### config.mk
export PLATFORM = sky130hd
export DESIGN_NAME = tick_scheduler
export DESIGN_NICKNAME = d
export VERILOG_FILES = /design/src/rtl/tick_sched_pkg.sv /design/src/rtl/tick_prescaler.sv /design/src/rtl/tick_scheduler.sv
export SDC_FILE = /design/constraint.sdc
export NUM_CORES = 1
export LEC_CHECK = 0
export ABC_AREA = 0
export CELL_PAD_IN_SITES_DETAIL_PLACEMENT = 0
export CELL_PAD_IN_SITES_GLOBAL_PLACEMENT = 1
export CORE_UTILIZATION = 45
export CTS_BUF_LIST = sky130_fd_sc_hd__clkbuf_4 sky130_fd_sc_hd__clkbuf_8
export CTS_CLUSTER_SIZE = 25
export DETAILED_ROUTE_END_ITERATION = 10
export PLACE_DENSITY_LB_ADDON = 0.1
export SYNTH_ARGS = -nofsm -noshare
export SYNTH_HDL_FRONTEND = slang
export SYNTH_SLANG_ARGS = --single-unit
### constraint.sdc
create_clock -name clk -period 3.45 [get_ports clk]
set_input_delay 0.69 -clock clk [delete_from_list [all_inputs] [get_ports clk]]
set_output_delay 0.69 -clock clk [all_outputs]
set_load 0.005 [all_outputs]
### src/rtl/tick_sched_pkg.sv
// Shared types and helpers for the tick scheduler:
// arbiter state enum, divider calc and round-robin pick.
package tick_sched_pkg;

  typedef enum logic {IDLE, OFFER} state_t;

  localparam int MAX_CH = 8;
  localparam int IDX_W  = 3;

  typedef struct packed {
    logic             found;
    logic [IDX_W-1:0] idx;
  } pick_t;

  function automatic int calc_div(
    input int clk_hz,
    input int base_hz
  );
    return clk_hz / base_hz;
  endfunction

  // Nearest pending channel at or above ptr, wrapping at n.
  // Scanned high offset to low so the smallest offset wins.
  function automatic pick_t rr_pick(
    input logic [MAX_CH-1:0] pend,
    input logic [IDX_W-1:0]  ptr,
    input int                n
  );
    pick_t r;
    int    j;
    r = '0;
    for (int i = MAX_CH - 1; i >= 0; i--) begin
      if (i < n) begin
        j = (int'(ptr) + i) % n;
        if (pend[j[IDX_W-1:0]]) begin
          r.found = 1'b1;
          r.idx   = j[IDX_W-1:0];
        end
      end
    end
    return r;
  endfunction

endpackage

### src/rtl/tick_prescaler.sv
// Divides clk into a one-cycle base_tick enable every DIV clocks.
// Ports: clk, rst_n (async low), base_tick (registered strobe).
module tick_prescaler #(
  parameter int DIV = 10
) (
  input  logic clk,
  input  logic rst_n,
  output logic base_tick
);

  localparam int CW = $clog2(DIV);

  logic [CW-1:0] pcnt;
  logic          wrap;

  assign wrap = (pcnt == CW'(DIV - 1));

  always_ff @(posedge clk or negedge rst_n) begin
    if (!rst_n) begin
      pcnt      <= '0;
      base_tick <= 1'b0;
    end else begin
      base_tick <= wrap;
      pcnt      <= wrap ? '0 : pcnt + CW'(1);
    end
  end

endmodule

### src/rtl/tick_scheduler.sv
// N_CH periodic channels on one shared base tick, expiries
// queued as pending bits and offered round-robin on evt_*.
// Ports: clk, rst_n, cfg_we/cfg_ch/cfg_period (period write),
// base_tick, evt_valid/evt_ch/evt_ready, overrun, clr_overrun.
module tick_scheduler
  import tick_sched_pkg::*;
#(
  parameter int CLK_HZ  = 100000000,
  parameter int BASE_HZ = 1000,
  parameter int N_CH    = 4,
  parameter int PER_W   = 16
) (
  input  logic                    clk,
  input  logic                    rst_n,
  input  logic                    cfg_we,
  input  logic [$clog2(N_CH)-1:0] cfg_ch,
  input  logic [PER_W-1:0]        cfg_period,
  output logic                    base_tick,
  output logic                    evt_valid,
  output logic [$clog2(N_CH)-1:0] evt_ch,
  input  logic                    evt_ready,
  output logic [N_CH-1:0]         overrun,
  input  logic                    clr_overrun
);

  localparam int DIV  = calc_div(CLK_HZ, BASE_HZ);
  localparam int CH_W = $clog2(N_CH);

  logic [PER_W-1:0] period [N_CH];
  logic [PER_W-1:0] cnt    [N_CH];
  logic [N_CH-1:0]  pending;
  logic [N_CH-1:0]  expiry;
  logic [N_CH-1:0]  wr_hit;
  logic [N_CH-1:0]  acc_hit;
  logic [N_CH-1:0]  ovr_set;

  state_t           state;
  state_t           state_n;
  logic [CH_W-1:0]  rr_ptr;
  logic [CH_W-1:0]  rr_ptr_n;
  logic [CH_W-1:0]  evt_ch_n;
  logic             evt_valid_n;
  logic             accept;
  pick_t            pick;

  tick_prescaler #(
    .DIV(DIV)
  ) u_presc (
    .clk      (clk),
    .rst_n    (rst_n),
    .base_tick(base_tick)
  );

  assign accept = (state == OFFER) && evt_ready;
  assign pick   = rr_pick(MAX_CH'(pending),
                          IDX_W'(rr_ptr), N_CH);

  // An expiry onto an already pending bit is an overrun
  // unless that bit is being accepted or rewritten now.
  always_comb begin
    for (int k = 0; k < N_CH; k++) begin
      wr_hit[k]  = cfg_we && (int'(cfg_ch) == k);
      acc_hit[k] = accept && (int'(evt_ch) == k);
      expiry[k]  = base_tick && (period[k] != '0) &&
                   (cnt[k] == period[k] - PER_W'(1));
      ovr_set[k] = expiry[k] && pending[k] &&
                   !acc_hit[k] && !wr_hit[k];
    end
  end

  always_ff @(posedge clk or negedge rst_n) begin
    if (!rst_n) begin
      for (int k = 0; k < N_CH; k++) begin
        period[k] <= '0;
        cnt[k]    <= '0;
      end
      pending <= '0;
      overrun <= '0;
    end else begin
      for (int k = 0; k < N_CH; k++) begin
        if (wr_hit[k]) begin
          period[k]  <= cfg_period;
          cnt[k]     <= '0;
          pending[k] <= 1'b0;
        end else begin
          if (base_tick && (period[k] != '0))
            cnt[k] <= expiry[k] ? '0 : cnt[k] + PER_W'(1);
          if (expiry[k])
            pending[k] <= 1'b1;
          else if (acc_hit[k])
            pending[k] <= 1'b0;
        end
      end
      overrun <= (clr_overrun ? '0 : overrun) | ovr_set;
    end
  end

  always_ff @(posedge clk or negedge rst_n) begin
    if (!rst_n) begin
      state     <= IDLE;
      rr_ptr    <= '0;
      evt_valid <= 1'b0;
      evt_ch    <= '0;
    end else begin
      state     <= state_n;
      rr_ptr    <= rr_ptr_n;
      evt_valid <= evt_valid_n;
      evt_ch    <= evt_ch_n;
    end
  end

  always_comb begin
    state_n     = state;
    rr_ptr_n    = rr_ptr;
    evt_valid_n = evt_valid;
    evt_ch_n    = evt_ch;
    unique case (state)
      IDLE: begin
        if (pick.found) begin
          state_n     = OFFER;
          evt_valid_n = 1'b1;
          evt_ch_n    = CH_W'(pick.idx);
        end
      end
      OFFER: begin
        if (evt_ready) begin
          state_n     = IDLE;
          evt_valid_n = 1'b0;
          rr_ptr_n    = (int'(evt_ch) == N_CH - 1) ?
                        '0 : evt_ch + CH_W'(1);
        end
      end
    endcase
  end

endmodule

## After elaboration in Yosys (flattened, before gate mapping)

Index checks and enable logic that the tools add are counted.

| storage, ports and cells | value |
|---|---|
| word-level logic and storage cells | 156 |
| register bits | 160 |
| input bits | 23 |

| operators by class | value |
|---|---|
| equality and inequality tests | 13 |
| bitwise gates (word level) | 5 |
| order comparisons | 4 |
| multiplexer cells | 45 |
| reduce and logical (&&, ||, !) cells | 57 |
| $add $sub $neg | 13 |

Operator list:

| operator | number |
|---|---|
| $mux 16 | 12 |
| $add 16x1->16 const B | 4 |
| $eq 16x16->1 | 4 |
| $reduce_bool 16->1 | 4 |
| $sub 16x1->16 const B | 4 |
| $logic_and 1x1->1 | 29 |
| $mux 1 | 20 |
| $mux 4 | 5 |
| $add 17x1->17 const B | 1 |
| $eq 17x17->1 const B | 1 |
| $mux 17 | 1 |
| $lt 3x4->1 const B | 3 |
| $reduce_bool 3->1 | 4 |
| $bmux 1 s3 | 3 |
| $eq 2x2->1 const B | 4 |
| $logic_not 1->1 | 8 |
| $reduce_bool 2->1 | 4 |
| $reduce_and 2->1 | 3 |
| $reduce_or 2->1 | 3 |
| $add 2x1->2 const B | 2 |
| $add 2x2->2 const B | 2 |
| $eq 2x1->1 const B | 2 |
| $logic_not 2->1 | 2 |
| $lt 2x4->1 const B | 1 |
| other kinds (7) | 11 |

## Longest topological paths before layout

| depth | value |
|---|---|
| depth after elaboration | 11 |
| mapped depth | 11 |
| mapped depth without buffers | 9 |

## Hierarchy

From an unflattened synthesis, not the netlist that was laid out.

| second synthesis, totals | value |
|---|---|
| cells, all modules | 1087 |
| area total of the unflattened synthesis | 9581.7 um^2 |

Modules (own cells, without submodules):

| module | instances | cells an instance | area an instance (um^2) |
|---|---|---|---|
| tick_scheduler | 1 | 1012 | 8763.4 |
| tick_prescaler | 1 | 75 | 818.3 |

## Worst setup path after synthesis

No wires, ideal clock.

| timing | value |
|---|---|
| kind | register to register |
| start point | register period[18] (netlist bit) |
| end point | register cnt[24] (netlist bit) |
| period minus slack after synthesis | 2.692 ns |
| setup time | 0.119 ns |
| path slack | 0.758 ns |
| arrival time | 2.573 ns |
| cell stages (with the launch flop) | 10 |
| path buffers | 2 |
| cells stage by stage | dfrtp_1 -> buf_6 -> or4_4 -> or3_1 -> a2111o_1 -> a2111oi_4 -> o2111ai_2 -> nand2_4 -> buf_6 -> nor2_1 |

| between the ends | value |
|---|---|
| longest elaborated chain between the ends | 6 |

Ends and longest elaborated chain:

| element | line | source |
|---|---|---|
| from (decl) | tick_scheduler.sv:29 | `logic [PER_W-1:0] period [N_CH];` |
| from (signal, indexed assignment) | tick_scheduler.sv:82 | `period[k] <= cfg_period;` |
| $sub 16x1->16 or $reduce_bool 16->1 (tied branches) | tick_scheduler.sv:65, tick_scheduler.sv:64, tick_scheduler.sv:86 |  |
| $eq 16x16->1 or $logic_and 1x1->1 (tied branches) | tick_scheduler.sv:65, tick_scheduler.sv:64, tick_scheduler.sv:86 |  |
| $logic_and 1x1->1 | tick_scheduler.sv:64 | `expiry[k] = base_tick && (period[k] != '0) &&` |
| $mux 16 | tick_scheduler.sv:87 | `cnt[k] <= expiry[k] ? '0 : cnt[k] + PER_W'(1);` |
| $mux 16 | tick_scheduler.sv:86 | `if (base_tick && (period[k] != '0))` |
| $mux 16 | tick_scheduler.sv:81 | `if (wr_hit[k]) begin` |
| to (signal, indexed assignment) | tick_scheduler.sv:87 |  |
| to (decl) | tick_scheduler.sv:30 | `logic [PER_W-1:0] cnt [N_CH];` |

Several ways; a longest one is shown, not always the timed one. The select of a mux whose other input is x is not followed.
A chain may end at the register's enable or synchronous reset.

## Final worst setup path

| timing | value |
|---|---|
| start point | register period[2] (netlist bit) |
| end point | register cnt[15] (netlist bit) |

Same word-level chain as after synthesis.

==> summary by stage <==
Critical path
In this run the critical register-to-register path is captured at cnt[15]. The length in cells of the worst reg-to-reg path is 7. The worst setup path is captured at a flop. Counting both buffers and inverters, the worst setup path holds a total of 0. Data on the critical path arrives at its endpoint at 3.32 ns. The worst endpoint required time is 3.78 ns. The nature of the critical path startpoint is a flop. The critical path goes through or4_1 > nor4_1 > nand3_1 > a31oi_1 > nand4_1 > nand2_1 > nor2_1. The highest net fanout along the worst path is 13. In this run the register-to-register setup slack is 0.46 ns. The critical path's slowest cell is sky130_fd_sc_hd__or4_1.

The critical path is of the flop to flop type. In this run the critical register-to-register path is launched from period[2]. Among cell families on the critical path, the largest total delay comes from simple AND/OR/NAND/NOR gates.

On the worst path, the slowest cell contributes a delay of 0.64 ns.

Finish
The finished cells cover 10450 um^2. Of the cells placed in the final design, the portion with a size suffix greater than 1 is 7.671%. The count of placed standard cells in the final layout, fillers left out is 1365. At the end of the flow, the number of nets in the layout was 1123. From synthesis to final layout, the design area changed by 11.04%.

The repair_antennas step left the layout with diodes totalling 0. The fraction of the core area covered by cells at the end of the flow is 51.31%.

Yosys
Counting distinct cell types in the post-synthesis netlist gives 72. The netlist area before placement is 9410 um^2. When the netlist entered floorplanning its net count stood at 1105. The share of flip-flops with an asynchronous set or reset after synthesis is 100.0%. Sequential cells were found to cover 42.55% of the synthesized design area. The average size of a mapped cell is 8.836 um^2. After synthesis the netlist holds a flip-flop and latch count of 160. The most used flip-flop cell after synthesis is sky130_fd_sc_hd__dfrtp_1. Counting flops with a built-in enable in the synthesized netlist gives 0. The number of instances in the synthesized netlist is 1065. The number of warnings printed during yosys synthesis is 0.

Clock network
CTS saw 160 sinks. The H-tree depth is 4. The clock passes through at most 2 buffers. The number of buffers added to fix hold violations after cts is 0.

TritonCTS built the clock tree. The source-to-sink clock delay at the later pin of the worst-skew pair is 0.47 ns. The number of gates resized after cts is 0.

After clock tree synthesis, the setup repair step added 0 buffers. The number of buffers added by the clock tree synthesis step is 17. The CTS clock-pin slew for the worst setup and hold paths is 0.10 ns.

The clock root buffer is sky130_fd_sc_hd__clkbuf_8.

STA
The number of hold-slack violations in the final timing report is 0. The clock arrives with 0.01567 ns of skew. The tightest slew margin relative to the limit is 49.92%. The least setup slack across all paths after layout is 0.4570 ns. The setup TNS is 0 ns. Setup repair after global routing left no endpoint under its margin. After layout, the worst path uses 86.75% of the clock period. At the pin with the least slew margin, the transition time is 0.7408 ns. The final max-slew violation count is 0. The minimum period implied by the final worst setup slack is 2.993 ns. The final setup violation count is 0.

Static timing analysis puts the maximum clock frequency at 0.3341 GHz. The worst hold-check slack is 0.1289 ns.

Detailed routing
Before antenna repair, the detailed router went through 5 iterations. The count of antenna-violating nets left after detailed routing is 0. The routed layout has 7555 vias. The initial DRC count is 504.

The overall routed net length is 23.83 mm. In the final routed layout, each cell accounts on average for 17.46 um. After detailed routing, the number of vias per cell comes to 5.535.

The remaining design rule violation count is 0.

Floorplan
Measured along the x axis, the die boundary spans 146.6 um. Measured along the y axis, the die boundary spans 146.6 um. The floorplan step defined a core boundary enclosing 20360 um^2. The number of primary I/O pins is 31. The die covers 21490 um^2. The effective utilization at floorplan is 46.21%.

The number of rows created at floorplan is 52.

Pwr
Overall power consumption after layout is estimated at 4.881 mW. In this run the static leakage power is 4.557 nW. Across the VDD grid, the largest voltage drop is 0.0002604 V.

The power density over the cells is 467.1 nW/um^2.

Job
The tool flagged a number of max-cap violations equal to 0.

GRT
The total overflow left after global routing is 0. The number of antenna violations at the first check in global routing is 0. The via count of the first global-routing pass is 7358. The overall global routing resource usage is 23.45%. The wire length of the first global-routing pass is 39.32 mm.

Entering global routing, the biggest net connects 84 pins.

Place
The placed instance count is 1334. The count of buffers from port buffering is 30. The weighted congestion at the end of routability-driven global placement is 0.8392. The worst slack at placement is 0.4782 ns.

Summed over all nets, the half-perimeter wirelength after detailed placement is 17.10 mm. In this run the cell area measured after placement is 9988 um^2.

Status
The flow ran to the end, and the final reports show no timing, DRC or antenna violations.

Hold path
The type of the tightest min-delay check is primary input to asynchronous set/reset pin.
-- worst max path at each step --
stage                     startpoint  endpoint  slack [ns]  depth (start not counted)
after detailed placement   period[2]   cnt[11]        0.48                          7
after CTS                  period[2]   cnt[15]        0.46                          7
after global placement     period[2]    cnt[5]        0.57                          7
after global routing       period[2]   cnt[12]        0.26                          7
final                      period[2]   cnt[15]        0.46                          7
after floorplan           period[18]   cnt[24]        0.76                          9
-- flip-flops by register name, summed over array words and instances (netlist names) --
signal,count
u_presc.pcnt,17
overrun,4
pending,4
u_presc.base_tick,1
rr_ptr,2
evt_ch,2
period,64
state,1
cnt,64
evt_valid,1
-- synth_stat cells, types with 19 or more instances --
cell	number	share of area, %
sky130_fd_sc_hd__clkbuf_1	41	1.6
sky130_fd_sc_hd__o21ai_0	31	1.6
sky130_fd_sc_hd__dfrtp_1	160	43
sky130_fd_sc_hd__nor4_1	22	1.5
sky130_fd_sc_hd__nand3_1	47	2.5
sky130_fd_sc_hd__inv_1	31	1.2
sky130_fd_sc_hd__nor3_1	30	1.6
sky130_fd_sc_hd__nor2_1	111	4.4
sky130_fd_sc_hd__xor2_1	69	6.4
sky130_fd_sc_hd__and3_1	19	1.3
sky130_fd_sc_hd__xnor2_1	80	7.4
sky130_fd_sc_hd__nand4_1	34	2.3
sky130_fd_sc_hd__a21oi_1	20	1.1
sky130_fd_sc_hd__nand2_1	187	7.5
-- cell families (layout without fill, tap and decap cells) --
logic type      after synthesis  after routing  share of synthesized area (%)
xor+xnor                    149            149                          13.87
buf+inv                      78            108                          3.351
compound gates              118            118                          8.735
mux                          22             22                          2.579
flops                       160            160                          42.55
fa+ha+maj                    17             17                          2.260
simple gates                521            521                          26.66
-- cell type report --
cell class | instances | area (um^2)
inverters | 31 | 116.4
clock buffers | 19 | 255.2
multi-input cells | 827 | 5096
clock inverters | 12 | 205.2
repair buffers | 46 | 434.2
flip-flops and latches | 160 | 4004
well taps | 270 | 337.8
fillers | 1940 | 9916
-- layout by cell type, fill, tap and decap left out, types with 17 or more instances in the layout --
| master | instances |
|---|---|
| sky130_fd_sc_hd__nor3_1 | 30 |
| sky130_fd_sc_hd__nand4_1 | 34 |
| sky130_fd_sc_hd__nor4_1 | 22 |
| sky130_fd_sc_hd__ha_1 | 17 |
| sky130_fd_sc_hd__mux2_2 | 18 |
| sky130_fd_sc_hd__nor2_1 | 111 |
| sky130_fd_sc_hd__o21ai_0 | 31 |
| sky130_fd_sc_hd__nand2_1 | 187 |
| sky130_fd_sc_hd__xor2_1 | 69 |
| sky130_fd_sc_hd__clkdlybuf4s50_1 | 29 |
| sky130_fd_sc_hd__a21oi_1 | 20 |
| sky130_fd_sc_hd__and3_1 | 19 |
| sky130_fd_sc_hd__clkbuf_8 | 18 |
| sky130_fd_sc_hd__xnor2_1 | 80 |
| sky130_fd_sc_hd__dfrtp_1 | 160 |
| sky130_fd_sc_hd__inv_1 | 31 |
| sky130_fd_sc_hd__nand3_1 | 47 |
-- report_power, final --
| group | internal (mW) | total (mW) | switching [mW] | leakage, nW |
|---|---|---|---|---|
| combinational | 0.436 | 0.949 | 0.513 | 2.23 |
| clock | 0.892 | 1.65 | 0.753 | 0.227 |
| sequential | 2.03 | 2.29 | 0.255 | 2.11 |
| total | 3.36 | 4.88 | 1.52 | 4.56 |
-- routing by layer --
layer	GRT usage, %	vias up	share of wire (%)
li1	-	3714	-
met1	33.47	3686	50
met2	36.14	131	45
met3	4.281	24	3.7
met4	7.031	0	1.6
met5	0	-	0
No activity file was read; power rests on OpenSTA's default activity.
